$ cat config.mk
export PLATFORM = sky130hd
export DESIGN_NAME = usb_cmd_decoder
export DESIGN_NICKNAME = d
export VERILOG_FILES = /design/src/rtl/usb_cmd_decoder_pkg.sv /design/src/rtl/usb_cmd_decoder_fifo.sv /design/src/rtl/usb_cmd_decoder.sv
export SDC_FILE = /design/constraint.sdc
export NUM_CORES = 1
export LEC_CHECK = 0
export ABC_AREA = 1
export CAP_MARGIN = 20
export CORE_UTILIZATION = 55
export CTS_CLUSTER_SIZE = 16
export DETAILED_ROUTE_END_ITERATION = 8
export PLACE_DENSITY_LB_ADDON = 0.08
export SETUP_SLACK_MARGIN = 0.5
export SLEW_MARGIN = 20
export SYNTH_ARGS = -nofsm -noshare
export SYNTH_HDL_FRONTEND = slang
export SYNTH_SLANG_ARGS = --single-unit
$ cat constraint.sdc
create_clock -name clk -period 5.1 [get_ports clk]
set_clock_uncertainty 0.15 [all_clocks]
set_input_delay 1.275 -clock clk [delete_from_list [all_inputs] [get_ports clk]]
set_output_delay 1.275 -clock clk [all_outputs]
set_load 0.005 [all_outputs]
$ cat src/rtl/usb_cmd_decoder_pkg.sv
// Shared opcodes and FSM state encoding for the USB control-word interpreter.
package usb_cmd_pkg;

    localparam logic [11:0] OP_CHN     = 12'hF0F;
    localparam logic [15:0] OP_ACQ_ON  = 16'hC0F0;
    localparam logic [15:0] OP_ACQ_OFF = 16'hC0F1;
    localparam logic [15:0] OP_CLR     = 16'hA0F0;
    localparam logic [7:0]  OP_LED     = 8'hB0;
    localparam logic [7:0]  OP_REG     = 8'hD0;

    typedef enum logic [1:0] {
        ST_IDLE      = 2'd0,
        ST_DECODE    = 2'd1,
        ST_WAIT_DATA = 2'd2,
        ST_REG_WR    = 2'd3
    } state_e;

endpackage

$ cat src/rtl/usb_cmd_decoder_fifo.sv
// Single-clock FIFO with registered read data; pointers carry an extra MSB
// so full and empty are distinguishable when the indices match.
module cmd_fifo_sync #(
    parameter int unsigned WIDTH = 16,
    parameter int unsigned DEPTH = 16
) (
    input  logic             clk,
    input  logic             reset,
    input  logic             wr_en,
    input  logic [WIDTH-1:0] din,
    input  logic             rd_en,
    output logic [WIDTH-1:0] dout,
    output logic             full,
    output logic             empty
);

    localparam int unsigned AW = $clog2(DEPTH);
    localparam logic [AW:0] PTR_ONE = {{AW{1'b0}}, 1'b1};

    logic [WIDTH-1:0] mem_q [DEPTH];
    logic [AW:0]      wr_ptr_q, wr_ptr_d;
    logic [AW:0]      rd_ptr_q, rd_ptr_d;
    logic [WIDTH-1:0] dout_q, dout_d;
    logic             do_wr, do_rd;

    always_comb begin
        empty    = (wr_ptr_q == rd_ptr_q);
        full     = (wr_ptr_q[AW] != rd_ptr_q[AW]) &&
                   (wr_ptr_q[AW-1:0] == rd_ptr_q[AW-1:0]);
        do_wr    = wr_en && !full;
        do_rd    = rd_en && !empty;
        wr_ptr_d = wr_ptr_q;
        rd_ptr_d = rd_ptr_q;
        dout_d   = dout_q;
        if (do_wr) begin
            wr_ptr_d = wr_ptr_q + PTR_ONE;
        end
        if (do_rd) begin
            rd_ptr_d = rd_ptr_q + PTR_ONE;
            dout_d   = mem_q[rd_ptr_q[AW-1:0]];
        end
    end

    always_ff @(posedge clk) begin
        if (do_wr) begin
            mem_q[wr_ptr_q[AW-1:0]] <= din;
        end
    end

    always_ff @(posedge clk or posedge reset) begin
        if (reset) begin
            wr_ptr_q <= '0;
            rd_ptr_q <= '0;
            dout_q   <= '0;
        end else begin
            wr_ptr_q <= wr_ptr_d;
            rd_ptr_q <= rd_ptr_d;
            dout_q   <= dout_d;
        end
    end

    assign dout = dout_q;

endmodule

$ cat src/rtl/usb_cmd_decoder.sv
// USB control-word interpreter: buffers 16-bit words, decodes them and drives
// channel select, acquisition run, data-FIFO clear pulse, LEDs and register writes.
module usb_cmd_decoder
    import usb_cmd_pkg::*;
#(
    parameter  int unsigned FIFO_DEPTH    = 16,
    parameter  int unsigned NUM_CHN       = 4,
    parameter  int unsigned LED_W         = 5,
    parameter  int unsigned CLR_PULSE_LEN = 4,
    parameter  int unsigned TIMEOUT_CYC   = 1024,
    localparam int unsigned CHN_W         = (NUM_CHN > 1) ? $clog2(NUM_CHN) : 1
) (
    input  logic             clk,
    input  logic             reset,
    input  logic             cmd_valid,
    input  logic [15:0]      cmd_data,
    output logic             cmd_ready,
    output logic [CHN_W-1:0] chn_select,
    output logic             acq_run,
    output logic             data_fifo_clr,
    output logic [LED_W-1:0] led,
    output logic             reg_wr,
    output logic [7:0]       reg_addr,
    output logic [15:0]      reg_data,
    output logic [7:0]       err_cnt,
    output logic             ovf_flag
);

    localparam int unsigned        TMO_W    = (TIMEOUT_CYC > 2) ? $clog2(TIMEOUT_CYC) : 1;
    localparam logic [TMO_W-1:0]   TMO_LAST = TMO_W'(TIMEOUT_CYC - 1);
    localparam logic [7:0]         CLR_LEN  = 8'(CLR_PULSE_LEN);

    logic        fifo_rd, fifo_full, fifo_empty;
    logic [15:0] fifo_dout;

    state_e           state_q, state_d;
    logic [CHN_W-1:0] chn_q, chn_d;
    logic             acq_run_q, acq_run_d;
    logic [7:0]       clr_cnt_q, clr_cnt_d;
    logic             data_fifo_clr_q, data_fifo_clr_d;
    logic [LED_W-1:0] led_q, led_d;
    logic             reg_wr_q, reg_wr_d;
    logic [7:0]       reg_addr_q, reg_addr_d;
    logic [15:0]      reg_data_q, reg_data_d;
    logic [7:0]       err_cnt_q, err_cnt_d;
    logic             ovf_q, ovf_d;
    logic [TMO_W-1:0] tmo_q, tmo_d;
    logic             err_inc;

    cmd_fifo_sync #(
        .WIDTH (16),
        .DEPTH (FIFO_DEPTH)
    ) u_fifo (
        .clk   (clk),
        .reset (reset),
        .wr_en (cmd_valid),
        .din   (cmd_data),
        .rd_en (fifo_rd),
        .dout  (fifo_dout),
        .full  (fifo_full),
        .empty (fifo_empty)
    );

    assign cmd_ready = !fifo_full;
    assign fifo_rd   = ((state_q == ST_IDLE) || (state_q == ST_WAIT_DATA)) && !fifo_empty;

    always_comb begin
        state_d    = state_q;
        chn_d      = chn_q;
        acq_run_d  = acq_run_q;
        led_d      = led_q;
        reg_wr_d   = 1'b0;
        reg_addr_d = reg_addr_q;
        reg_data_d = reg_data_q;
        tmo_d      = tmo_q;
        err_inc    = 1'b0;
        ovf_d      = ovf_q | (cmd_valid && fifo_full);
        clr_cnt_d  = (clr_cnt_q != 8'd0) ? clr_cnt_q - 8'd1 : clr_cnt_q;

        case (state_q)
            ST_IDLE: begin
                if (!fifo_empty) begin
                    state_d = ST_DECODE;
                end
            end
            ST_DECODE: begin
                state_d = ST_IDLE;
                if (fifo_dout[15:4] == OP_CHN) begin
                    if (32'(fifo_dout[3:0]) < NUM_CHN) begin
                        chn_d = fifo_dout[CHN_W-1:0];
                    end else begin
                        err_inc = 1'b1;
                    end
                end else if (fifo_dout == OP_ACQ_ON) begin
                    acq_run_d = 1'b1;
                end else if (fifo_dout == OP_ACQ_OFF) begin
                    acq_run_d = 1'b0;
                end else if (fifo_dout == OP_CLR) begin
                    // Reload rather than add: a repeat clear extends the pulse
                    clr_cnt_d = CLR_LEN;
                end else if (fifo_dout[15:8] == OP_LED) begin
                    led_d = ~fifo_dout[LED_W-1:0];
                end else if (fifo_dout[15:8] == OP_REG) begin
                    reg_addr_d = fifo_dout[7:0];
                    tmo_d      = '0;
                    state_d    = ST_WAIT_DATA;
                end else begin
                    err_inc = 1'b1;
                end
            end
            ST_WAIT_DATA: begin
                if (!fifo_empty) begin
                    state_d = ST_REG_WR;
                end else if (tmo_q == TMO_LAST) begin
                    err_inc = 1'b1;
                    state_d = ST_IDLE;
                end else begin
                    tmo_d = tmo_q + {{(TMO_W-1){1'b0}}, 1'b1};
                end
            end
            ST_REG_WR: begin
                reg_data_d = fifo_dout;
                reg_wr_d   = 1'b1;
                state_d    = ST_IDLE;
            end
            default: state_d = ST_IDLE;
        endcase

        err_cnt_d = err_cnt_q;
        if (err_inc && (err_cnt_q != 8'hFF)) begin
            err_cnt_d = err_cnt_q + 8'd1;
        end
        data_fifo_clr_d = (clr_cnt_d != 8'd0);
    end

    always_ff @(posedge clk or posedge reset) begin
        if (reset) begin
            state_q         <= ST_IDLE;
            chn_q           <= '0;
            acq_run_q       <= 1'b0;
            clr_cnt_q       <= '0;
            data_fifo_clr_q <= 1'b0;
            led_q           <= '1;
            reg_wr_q        <= 1'b0;
            reg_addr_q      <= '0;
            reg_data_q      <= '0;
            err_cnt_q       <= '0;
            ovf_q           <= 1'b0;
            tmo_q           <= '0;
        end else begin
            state_q         <= state_d;
            chn_q           <= chn_d;
            acq_run_q       <= acq_run_d;
            clr_cnt_q       <= clr_cnt_d;
            data_fifo_clr_q <= data_fifo_clr_d;
            led_q           <= led_d;
            reg_wr_q        <= reg_wr_d;
            reg_addr_q      <= reg_addr_d;
            reg_data_q      <= reg_data_d;
            err_cnt_q       <= err_cnt_d;
            ovf_q           <= ovf_d;
            tmo_q           <= tmo_d;
        end
    end

    assign chn_select    = chn_q;
    assign acq_run       = acq_run_q;
    assign data_fifo_clr = data_fifo_clr_q;
    assign led           = led_q;
    assign reg_wr        = reg_wr_q;
    assign reg_addr      = reg_addr_q;
    assign reg_data      = reg_data_q;
    assign err_cnt       = err_cnt_q;
    assign ovf_flag      = ovf_q;

endmodule

==> results.tsv, run 1 <==
metric	value	unit
status	finished, final reports clean	
ys.warnings.count	0	
diodes	0	
fin_crit_sh	80.6	%
synth.most_common_cell	edfxtp_1	
wl_per_cell	20.3	um
ant_nets	0	
startpoint_type	register	
gp_congestion	0.908	
final_nets	1322	
initial_core_util	56.3	%
grt_pass1_vias	8899	
max_slew_margin	30.6	%
min_path_cells	1	
vias	9454	
worstSetupEndpointType	primary output	
drive_gt1_share	8.65	%
syn_to_final_growth	14.0	%
portBuffers	62	
multi_input_area	3950	um^2
synth_edf_count	256	
initialDrtViolationCount	1144	
dp_slack	1220	ps
crit_arrival	2690	ps
clkTransAtPathRegs	60	ps
grt_max_degree	99	
grt_usage	26.0	%
synth_top_area_share	53.9	%
die_w	163	um
tns	0	ps
ys_ff_latch	345	
cp-startpoint	u_fifo.rd_ptr_q[2]	
grt.busiest_layer	met1	
rows	58	
gr-usage-met3	4.19	%
cts_hold_buf	0	
hp-class	register to register	
tightest_slew	1040	ps
die_y	163	um
antenna_found_initial	0	
clk_latency	520	ps
cp_data_required_time	3670	ps
path_max_fanout	28	
root_buffer	clkbuf_16	
synth_top_cell_by_area	edfxtp_1	
ir_drop	0.310	mV
synth_fp_nets	1274	
synthCells	1242	
fillers	1994	
drv_cap	0	
hold_viol_final	0	
cts_tree	built	
yosys_most_used_dff	edfxtp_1	
grt_use_met2	39.1	%
worstHoldStart	u_fifo.dout[1]	
drt-pass1-iter-count	5	
totalWireLength	33.4	mm
setup_ws	990	ps
cts_max_level	2	
core_area	25300	um^2
cts.path.max_buffers	3	
ys_seq_area_share	69.6	%
async_flop_share	25.8	%
ios	63	
ys_types	40	
path_class	register to primary output	
drcViolationCount	0	
cts-buffers-inserted	37	
grt_remaining_overflow	0	
syn_area_per_cell	11.5	um^2
rsz0062_at_grt	false	
synth.top_cells.by_area	edfxtp_1, dfrtp_1, nor2_1	
dp_hpwl	21.0	mm
timing.rr.start	u_fifo.rd_ptr_q[1]	
die_area	26600	um^2
grt_use_met1	39.8	%
ff2ff_path_depth	10	
register_area	9930	um^2
clock-sinks	345	
synth_common_cells	edfxtp_1, nor2_1, nand2_1, o21ai_0, dfrtp_1	
leakage	5.99	nW
fmax	243	MHz
powerDensity	556	nW/um^2
grt_pass1_wl	51.8	mm
vias_per_cell	5.74	
netlist_area	14300	um^2
period_needed	4110	ps
finalSetupViolCount	0	
drv_slew	0	
placed cells by master, fill, tap and decap left out, types with 7 or more instances in the layout:
master / synthesis / final
clkinv_1: 3 / 10
xnor2_1: 9 / 9
clkdlybuf4s50_1: 0 / 62
nand3_1: 52 / 52
a21oi_1: 17 / 17
xor2_1: 18 / 18
o21ai_0: 146 / 146
clkinv_2: 0 / 8
mux2_2: 10 / 10
edfxtp_1: 256 / 256
o211ai_1: 22 / 22
dfrtp_1: 84 / 81
inv_1: 36 / 34
nor2_1: 232 / 215
ha_1: 13 / 13
o21ai_1: 10 / 10
nor2_2: 3 / 20
clkbuf_16: 0 / 37
o22ai_1: 33 / 33
clkbuf_1: 31 / 7
o221ai_1: 10 / 10
nand2_1: 194 / 194
layer usage:
layer  vias to the layer above  part of all wire (%)
li1                       4443                     -
met1                      4621                    46
met2                       342                    45
met3                        48                   7.2
met4                         0                   2.0
met5                         -                     0
worst max-delay path, cell delays in order (launching register included):
cell and delay, ps:
dfrtp_2 690, inv_1 330, nand2_1 120, nand2_1 60, nor2_1 210, and2_1 190
nand2_1 80, clkdlybuf4s50_1 470
flip-flops by register name (all words and copies together), names as in the netlist, 5 cells and up:
register	cells
tmo_q	10
led	5
u_fifo.rd_ptr_q	5
u_fifo.dout	16
reg_addr	8
err_cnt	8
reg_data	16
u_fifo.wr_ptr_q	5
clr_cnt_q	8
u_fifo.mem_q	256
kinds of logic after synthesis:
kind of cell	synth area share, %
adders and majority gates	1.14
buffers and inverters	3.04
and+or+nand+nor	14.1
xor gates and xnor gates	1.66
muxes	0.790
DFF	69.6
AOI/OAI and AO/OA	9.68
final cells by class:
class	instances	share of cell area (%)
multi-input cells	793	24.3
well taps	330	2.54
inverters	45	1.05
repair buffers	68	4.09
flip-flops and latches	345	61.0
clock buffers	48	6.19
clock inverters	19	0.800
final timing paths:
kind / to / slack, ps
max in group asynchronous: led[4] / 2860
min in group asynchronous: clr_cnt_q[0] / 1110
worst max-delay path: cmd_ready / 990
worst min-delay path: led[1] / 320
worst min register to register: led[1] / 320
worst max register to register: u_fifo.mem_q[12][15] / 1720
timing repair:
action / in CTS / in global routing
gates resized for setup: 0 / 1
setup buffers: 0 / 0
endpoints found under the setup margin: 0 / 1
where the power goes:
group | switching, mW | internal [mW] | total [mW]
combinational | 1.95 | 0.855 | 2.80
sequential | 0.296 | 3.44 | 3.73
clock | 1.06 | 1.45 | 2.51
per-stage QoR:
step	hold WS, ps	area [um^2]	util [%]	power, mW	std cells
floorplan	278	14300	-	5.59	1242
global placement	303	15100	59.7	6.50	1581
detailed placement	309	15100	59.7	6.54	1581
CTS	318	16300	64.2	9.06	1648
global route	344	16300	64.2	9.55	1648
finish	324	16300	64.2	9.05	1648
Power figures use the tool's default switching activity.
==> inputs of run 2 (changes only) <==
==> constraint.sdc (replaced) <==
create_clock -name clk -period 3.94 [get_ports clk]
set_clock_uncertainty 0.15 [all_clocks]
set_input_delay 0.985 -clock clk [delete_from_list [all_inputs] [get_ports clk]]
set_output_delay 0.985 -clock clk [all_outputs]
set_load 0.005 [all_outputs]
==> results.tsv, run 2 (synthesis results as in run 1) <==
metric	value	unit	change
status	finished, final reports clean		
critPathTopFamily	buffers and inverters		
timing.rr.end	u_fifo.mem_q[6][4]		
fin_area	16500	um^2	+1.3%
grt_remaining_overflow	0		unchanged
core_area	25300	um^2	unchanged
max_slew_margin	37.2	%	+6.6 points
ant_nets	0		unchanged
drcViolationCount	0		unchanged
tns	0	ps	unchanged
timing.rr.start	u_fifo.wr_ptr_q[3]		
final_cell_mix	edfxtp_1, nor2_1, nand2_1		
initial_core_util	56.3	%	unchanged
ir_drop	0.434	mV	+40%
seqPwrFrac	39.9	%	-1.4 points
path_buf_inv	2		unchanged
intPower	7.59	mW	+32%
drt-pass1-iter-count	7		+2
slowest_delay	520	ps	-170 ps
tightest_slew	940	ps	-97.9 ps
cts_max_level	2		unchanged
mostFrequentLayoutCell	edfxtp_1		
initialDrtViolationCount	1094		-4.4%
worstHoldStart	reg_addr[7]		
clk_latency	540	ps	+20 ps
rows	58		unchanged
cts.path.max_buffers	3		unchanged
gp_congestion	0.851		-6.2%
powerDensity	723	nW/um^2	+30%
grt_use_met2	39.0	%	-0.097 points
worstSetupPathDepth	7		unchanged
dp_slack	711	ps	-509 ps
diodes	0		unchanged
critPathMostFrequentCell	nand2_1		
die_w	163	um	unchanged
drv_slew	0		unchanged
syn_to_final_growth	15.5	%	
dp_hpwl	21.2	mm	+1.0%
grt_use_met1	40.8	%	+0.98 points
cp_cell_sequence	inv_1 -> nand2_1 -> nand2_1 -> nor2_4 -> and2_1 -> nand2_1 -> clkdlybuf4s50_1		
leakage	6.10	nW	+1.8%
fmax	301	MHz	
crit_arrival	2190	ps	-500 ps
ios	63		unchanged
drv_cap	0		unchanged
vias_per_cell	5.74		+0.11%
hold_viol_final	0		unchanged
grt_pass1_vias	9058		+1.8%
clkPwrFrac	28.3	%	+0.6 points
startpoint_type	register		
rsz0062_at_grt	false		
root_buffer	clkbuf_16		
fillers	1976		-0.90%
clkTransAtPathRegs	60	ps	about the same
ff2ff_path_depth	10		unchanged
drive_gt1_share	9.66	%	+1.0 points
worstSetupEndpointType	primary output		
grt_pass1_wl	52.6	mm	+1.6%
wl_per_cell	20.3	um	+0.10%
critPathCapture	cmd_ready		
cp-startpoint	u_fifo.wr_ptr_q[3]		
reg2reg_slack	1030	ps	-690 ps
p_sw_share	36.2	%	-0.31 points
whs	325	ps	+1.83 ps
fin_crit_sh	84.4	%	
final_nets	1339		+1.3%
clock-sinks	345		unchanged
portBuffers	62		unchanged
hp-class	register to register		
period_needed	3330	ps	
comb_power_share	31.8	%	+0.8 points
die_y	163	um	unchanged
path_class	register to primary output		
grt_max_degree	72		-27%
grt_usage	26.6	%	+0.56 points
largest_reg_flops	256		unchanged
slowest_stage	clkdlybuf4s50_1		
setup_ws	614	ps	-376 ps
p_sw	4.31	mW	+30%
vias	9568		+1.2%
finalSetupViolCount	0		unchanged
cts_tree	built		
antenna_found_initial	0		unchanged
die_area	26600	um^2	unchanged
cts-buffers-inserted	37		unchanged
totalWireLength	33.8	mm	+1.2%
path_max_fanout	6		-79%
gr-usage-met3	4.93	%	+0.74 points
dpl_cell_area	15300	um^2	+0.88%
cp_data_required_time	2800	ps	-870 ps
grt.busiest_layer	met1		
cts_hold_buf	0		unchanged
run 2: area by class of cell:
class	instances	area, um^2	area share, %
Inverter	45	179	1.09
Sequential cell	345	9930	60.2
Clock inverter	19	168	1.02
Clock buffer	49	1020	6.21
Timing Repair Buffer	85	813	4.94
Tap cell	330	413	2.51
Multi-Input combinational cell	793	3950	24.0
run 2: routing by layer:
layer,vias to the layer above,part of all wire (%)
li1,4484,-
met1,4666,46
met2,369,44
met3,49,8.5
met4,0,2.0
met5,-,0
run 2: through the flow:
stage                     utilization (%)  total power, mW  instances
after global placement               60.2             8.49       1597
after global routing                 65.0             12.6       1666
after floorplan                         -             7.24       1242
after CTS                            64.9             11.9       1665
after detailed placement             60.2             8.53       1597
final                                65.0             11.9       1666
run 2: how the worst min path moves through the flow:
| stage | end | slack, ps | cells after the start |
|---|---|---|---|
| floorplan | led[1] | 280 | 1 |
| global placement | reg_addr[4] | 300 | 2 |
| detailed placement | reg_addr[2] | 310 | 2 |
| CTS | reg_addr[7] | 330 | 2 |
| global route | reg_addr[7] | 350 | 2 |
| finish | reg_addr[7] | 330 | 2 |
run 2: power by group through the flow:
stage	sequential [mW]	combinational (mW)	clock [mW]
CTS	4.74	3.74	3.42
global placement	4.80	3.70	0
finish	4.75	3.78	3.37
detailed placement	4.81	3.72	0
floorplan	4.73	2.51	0
global route	4.81	4.19	3.55
run 2: worst min-delay path, cell delays in order (launching register included):
cell and delay, ps:
dfrtp_1 340, nand2_1 60, nand2_1 40
run 2: what timing repair did:
item	in CTS	in global routing
setup buffers	0	1
endpoints found under the setup margin	1	1
gates resized for setup	1	5
==> patch 1, RTL diff (flow settings as in run 1) <==
`reg_data_q` no longer has a reset.
--- a/src/rtl/usb_cmd_decoder.sv
+++ b/src/rtl/usb_cmd_decoder.sv
@@ -143,7 +143,6 @@
             led_q           <= '1;
             reg_wr_q        <= 1'b0;
             reg_addr_q      <= '0;
-            reg_data_q      <= '0;
             err_cnt_q       <= '0;
             ovf_q           <= 1'b0;
             tmo_q           <= '0;
@@ -156,11 +155,14 @@
             led_q           <= led_d;
             reg_wr_q        <= reg_wr_d;
             reg_addr_q      <= reg_addr_d;
-            reg_data_q      <= reg_data_d;
             err_cnt_q       <= err_cnt_d;
             ovf_q           <= ovf_d;
             tmo_q           <= tmo_d;
         end
+    end
+
+    always_ff @(posedge clk) begin
+        reg_data_q <= reg_data_d;
     end
 
     assign chn_select    = chn_q;
Behaviour: no difference found for any inputs over 4 cycles, from zero or initial values and one cycle with reset high; that may be too few to reach the edited logic, so the function may still have changed.
==> patch 1 against run 1 <==
Wire length down 5.3%. Sequential cell count unchanged. Final area is 1.2% higher. Synthesized area increased by 0.77%. Worst hold slack better by 0.0056 ns. Total power rose by 1.6%. Worst setup slack better by 0.044 ns. Die area is 0.76% higher.
==> patch 1: results (changes against run 1) <==
Final layout:
- The layout overhead on the synthesized area is 14.5%.
- The area of all sequential standard cells is 0.0100 mm2 (+0.79%).
- The portion of the layout cell area used by non-clock buffers is 4.82% (+0.73 points).
- The number of inserted filler cells in the final layout came to 1,982 (-0.60%).
- The fraction of area in multi-input gates came to 23.6% (-0.71 points).
- The count of placed standard cells in the final layout, fillers left out is 1,655 (+0.42%).

Synth:
- The adder and majority cell fraction of the synthesized area came to 1.13% (-0.0087 points).
- The proportion of synthesized flip-flops having asynchronous set or reset is 21.2% (-4.6 points).
- The proportion of synthesized chip area in sequential cells is 69.6% (about the same).
- Sorting the synthesized cells by area gives the leading types as sky130_fd_sc_hd__edfxtp_1 57%, sky130_fd_sc_hd__dfrtp_1 12%, sky130_fd_sc_hd__nor2_1 6.1%, sky130_fd_sc_hd__o21ai_0 5.4%, sky130_fd_sc_hd__nand2_1 4.5%.
- The post-synthesis share of cell area spent on xor and xnor gates is 1.40% (-0.26 points).
- The count of distinct cell types in the synthesized netlist was 44 (+10%).
- The number of synthesized flops with an enable pin came to 272 (+6.3%).

Power:
- The power density over the cells is 559 mW/mm2 (+0.44%).
- The peak supply drop is 0.000360 V (+16%).
- The switching power as a share of total power is 36.0% (-0.57 points).

Outcome:
- The flow ran to the end, and the final reports show no timing, DRC or antenna violations.

Route:
- The average routed wire per standard cell is 19.1 um (-5.7%).
- The violation count after the first detailed-routing iteration came to 884 (-23%).

Floorplanning:
- The overall die width was 164 um (+0.38%).

STA:
- The worst-margin pin slew is 1.06 ns (+0.0199 ns).

Global routing:
- The pin count of the biggest net entering global routing was 92 (-7.1%).
- The total routing usage reported by global routing came to 24.6% (-1.4 points).
- The wire length of the first global-routing pass is 49.8 mm (-3.9%).

Place:
- The weighted congestion reported at the end of routability-driven placement was 0.825 (-9.2%).
- The standard cell area after detailed placement is 0.0153 mm2 (+1.1%).
[patch 1: layer usage]
metal | wire length, um | global-route usage (%)
met4 | 651 | 5.93
met1 | 14000 | 34.6
met5 | 0 | 0
met2 | 15100 | 39.9
met3 | 1890 | 4.34
[patch 1: worst paths after layout]
kind | from | endpoint | slack (ns) | depth (start not counted)
max reg2reg | u_fifo.rd_ptr_q[1]$_DFFE_PP0P_ | u_fifo.mem_q[7][2]$_DFFE_PP_ | 1.80 | 11
min reg2reg | reg_addr[6]$_DFFE_PP0P_ | reg_addr[6]$_DFFE_PP0P_ | 0.33 | 2
min in group asynchronous | reset | clr_cnt_q[3]$_DFF_PP0_ | 1.10 | 2
max | u_fifo.rd_ptr_q[1]$_DFFE_PP0P_ | cmd_ready | 1.03 | 7
max in group asynchronous | reset | led[2]$_DFFE_PP1P_ | 2.85 | 3
min | reg_addr[6]$_DFFE_PP0P_ | reg_addr[6]$_DFFE_PP0P_ | 0.33 | 2
==> patch 2, RTL diff (settings of run 1) <==
Made on the original files. Set the parameter `TIMEOUT_CYC` to 256 (it was 1024).
--- a/src/rtl/usb_cmd_decoder.sv
+++ b/src/rtl/usb_cmd_decoder.sv
@@ -7,7 +7,7 @@
     parameter  int unsigned NUM_CHN       = 4,
     parameter  int unsigned LED_W         = 5,
     parameter  int unsigned CLR_PULSE_LEN = 4,
-    parameter  int unsigned TIMEOUT_CYC   = 1024,
+    parameter  int unsigned TIMEOUT_CYC   = 256,
     localparam int unsigned CHN_W         = (NUM_CHN > 1) ? $clog2(NUM_CHN) : 1
 ) (
     input  logic             clk,
Check against the original RTL: no difference found for any inputs over 4 cycles, from zero or initial values and one cycle with reset high; that may be too few to reach the edited logic, so the function may still have changed.
==> patch 2 against run 1 <==
Count of clock-buffer cells in the layout is 3 lower. Worst setup slack better by 0.0058 ns. Synthesized area is 0.27% lower. Final area hardly changed. Wire length is 1.6% lower. Sequential cell count is 2 lower. Core utilization is 0.13 points higher. Cell count is 0.12% lower. Non-clock buffer count is 6 higher. Total power is 0.91% lower. First-iteration DRC count is 7.5% lower. Via count is 1.3% lower. Critical path type unchanged. Largest cell class unchanged.
==> patch 2: results (changes against run 1) <==
Route:
- The average routed wire per standard cell came to 20.0 um (-1.5%).
- The via total after detailed routing is 9,328 (-1.3%).
- The routed wire length is 32.9 mm (-1.6%).
- The met2 routed wirelength is 14.4 mm (-3.6%).
- The routed length on met1 is 15.2 mm (-1.3%).

Synth:
- By area the synthesized netlist is led by sky130_fd_sc_hd__edfxtp_1 54%, sky130_fd_sc_hd__dfrtp_1 14%, sky130_fd_sc_hd__nor2_1 5.6%, sky130_fd_sc_hd__nand2_1 5.3%, sky130_fd_sc_hd__o21ai_0 5.2%.
- The gate count of the mapped netlist is 1,239 (-0.24%).

Setup path:
- The cell with the largest stage delay on the worst path is sky130_fd_sc_hd__dfrtp_1.
- The data arrival time of the worst path came to 2.68 ns (about the same).
- In this run the critical register-to-register path is captured at u_fifo.mem_q[2][10]$_DFFE_PP_.
- The slack of the worst reg-to-reg path came to 1.79 ns (+0.07 ns).
- The biggest fanout along the worst timing path was 22 (-21%).
- The cell count of the worst reg-to-reg path was 9 (-1).

Worst hold path:
- The startpoint of the most critical hold path is ovf_flag$_DFF_PP0_.
- The worst hold path terminates at ovf_flag$_DFF_PP0_.

Place:
- The standard cell area after detailed placement is 0.0151 mm2 (about the same).
- The setup slack after placement is 1.50 ns (+0.280 ns).
- The detailed-placement wirelength estimate is 20.5 mm (-2.4%).
- The weighted congestion reported at the end of routability-driven placement is 0.878 (-3.2%).

Clocking:
- The number of clock buffers inserted by TritonCTS is 38 (+2.7%).

Final layout:
- The area of all sequential standard cells is 0.00988 mm2 (-0.52%).
- The fraction of area in multi-input gates is 24.1% (-0.18 points).
- The count of plain and timing-repair buffers in the layout is 74 (+8.8%).

Power:
- The peak supply drop was 0.000396 V (+27%).
- The leakage power figure is 6.03 nW (+0.56%).

Global routing:
- The met2 usage is 37.7% (-1.4 points).
- The wire length of the first global-routing pass came to 50.8 mm (-2.0%).

Outcome:
- The run finished with clean final reports.
[patch 2: cell types whose count changed in the layout (fill, tap and decap cells not counted), moves of 6 or more]
cell and delta:
sky130_fd_sc_hd__o21ai_2 +8, sky130_fd_sc_hd__inv_1 +10, sky130_fd_sc_hd__nor2_1 -17, sky130_fd_sc_hd__buf_4 +6, sky130_fd_sc_hd__nand3_1 +7, sky130_fd_sc_hd__nand2_1 +7, sky130_fd_sc_hd__o211ai_1 +6
[patch 2: cell families (layout without fill, tap and decap cells)]
group,after synthesis,in the layout,synth area share [%]
simple gates,494,494,14.1
flops,343,343,69.4
compound gates,246,246,9.90
buf+inv,113,190,3.36
xor+xnor,18,18,1.11
fa+ha+maj,13,13,1.14
mux,12,12,0.950
[patch 2: report_power, final]
group / switching (mW) / leakage [nW] / internal [mW]
registers: 0.243 / 3.42 / 3.42
logic: 1.97 / 2.05 / 0.847
clock network: 1.05 / 0.554 / 1.44
total: 3.26 / 6.03 / 5.71
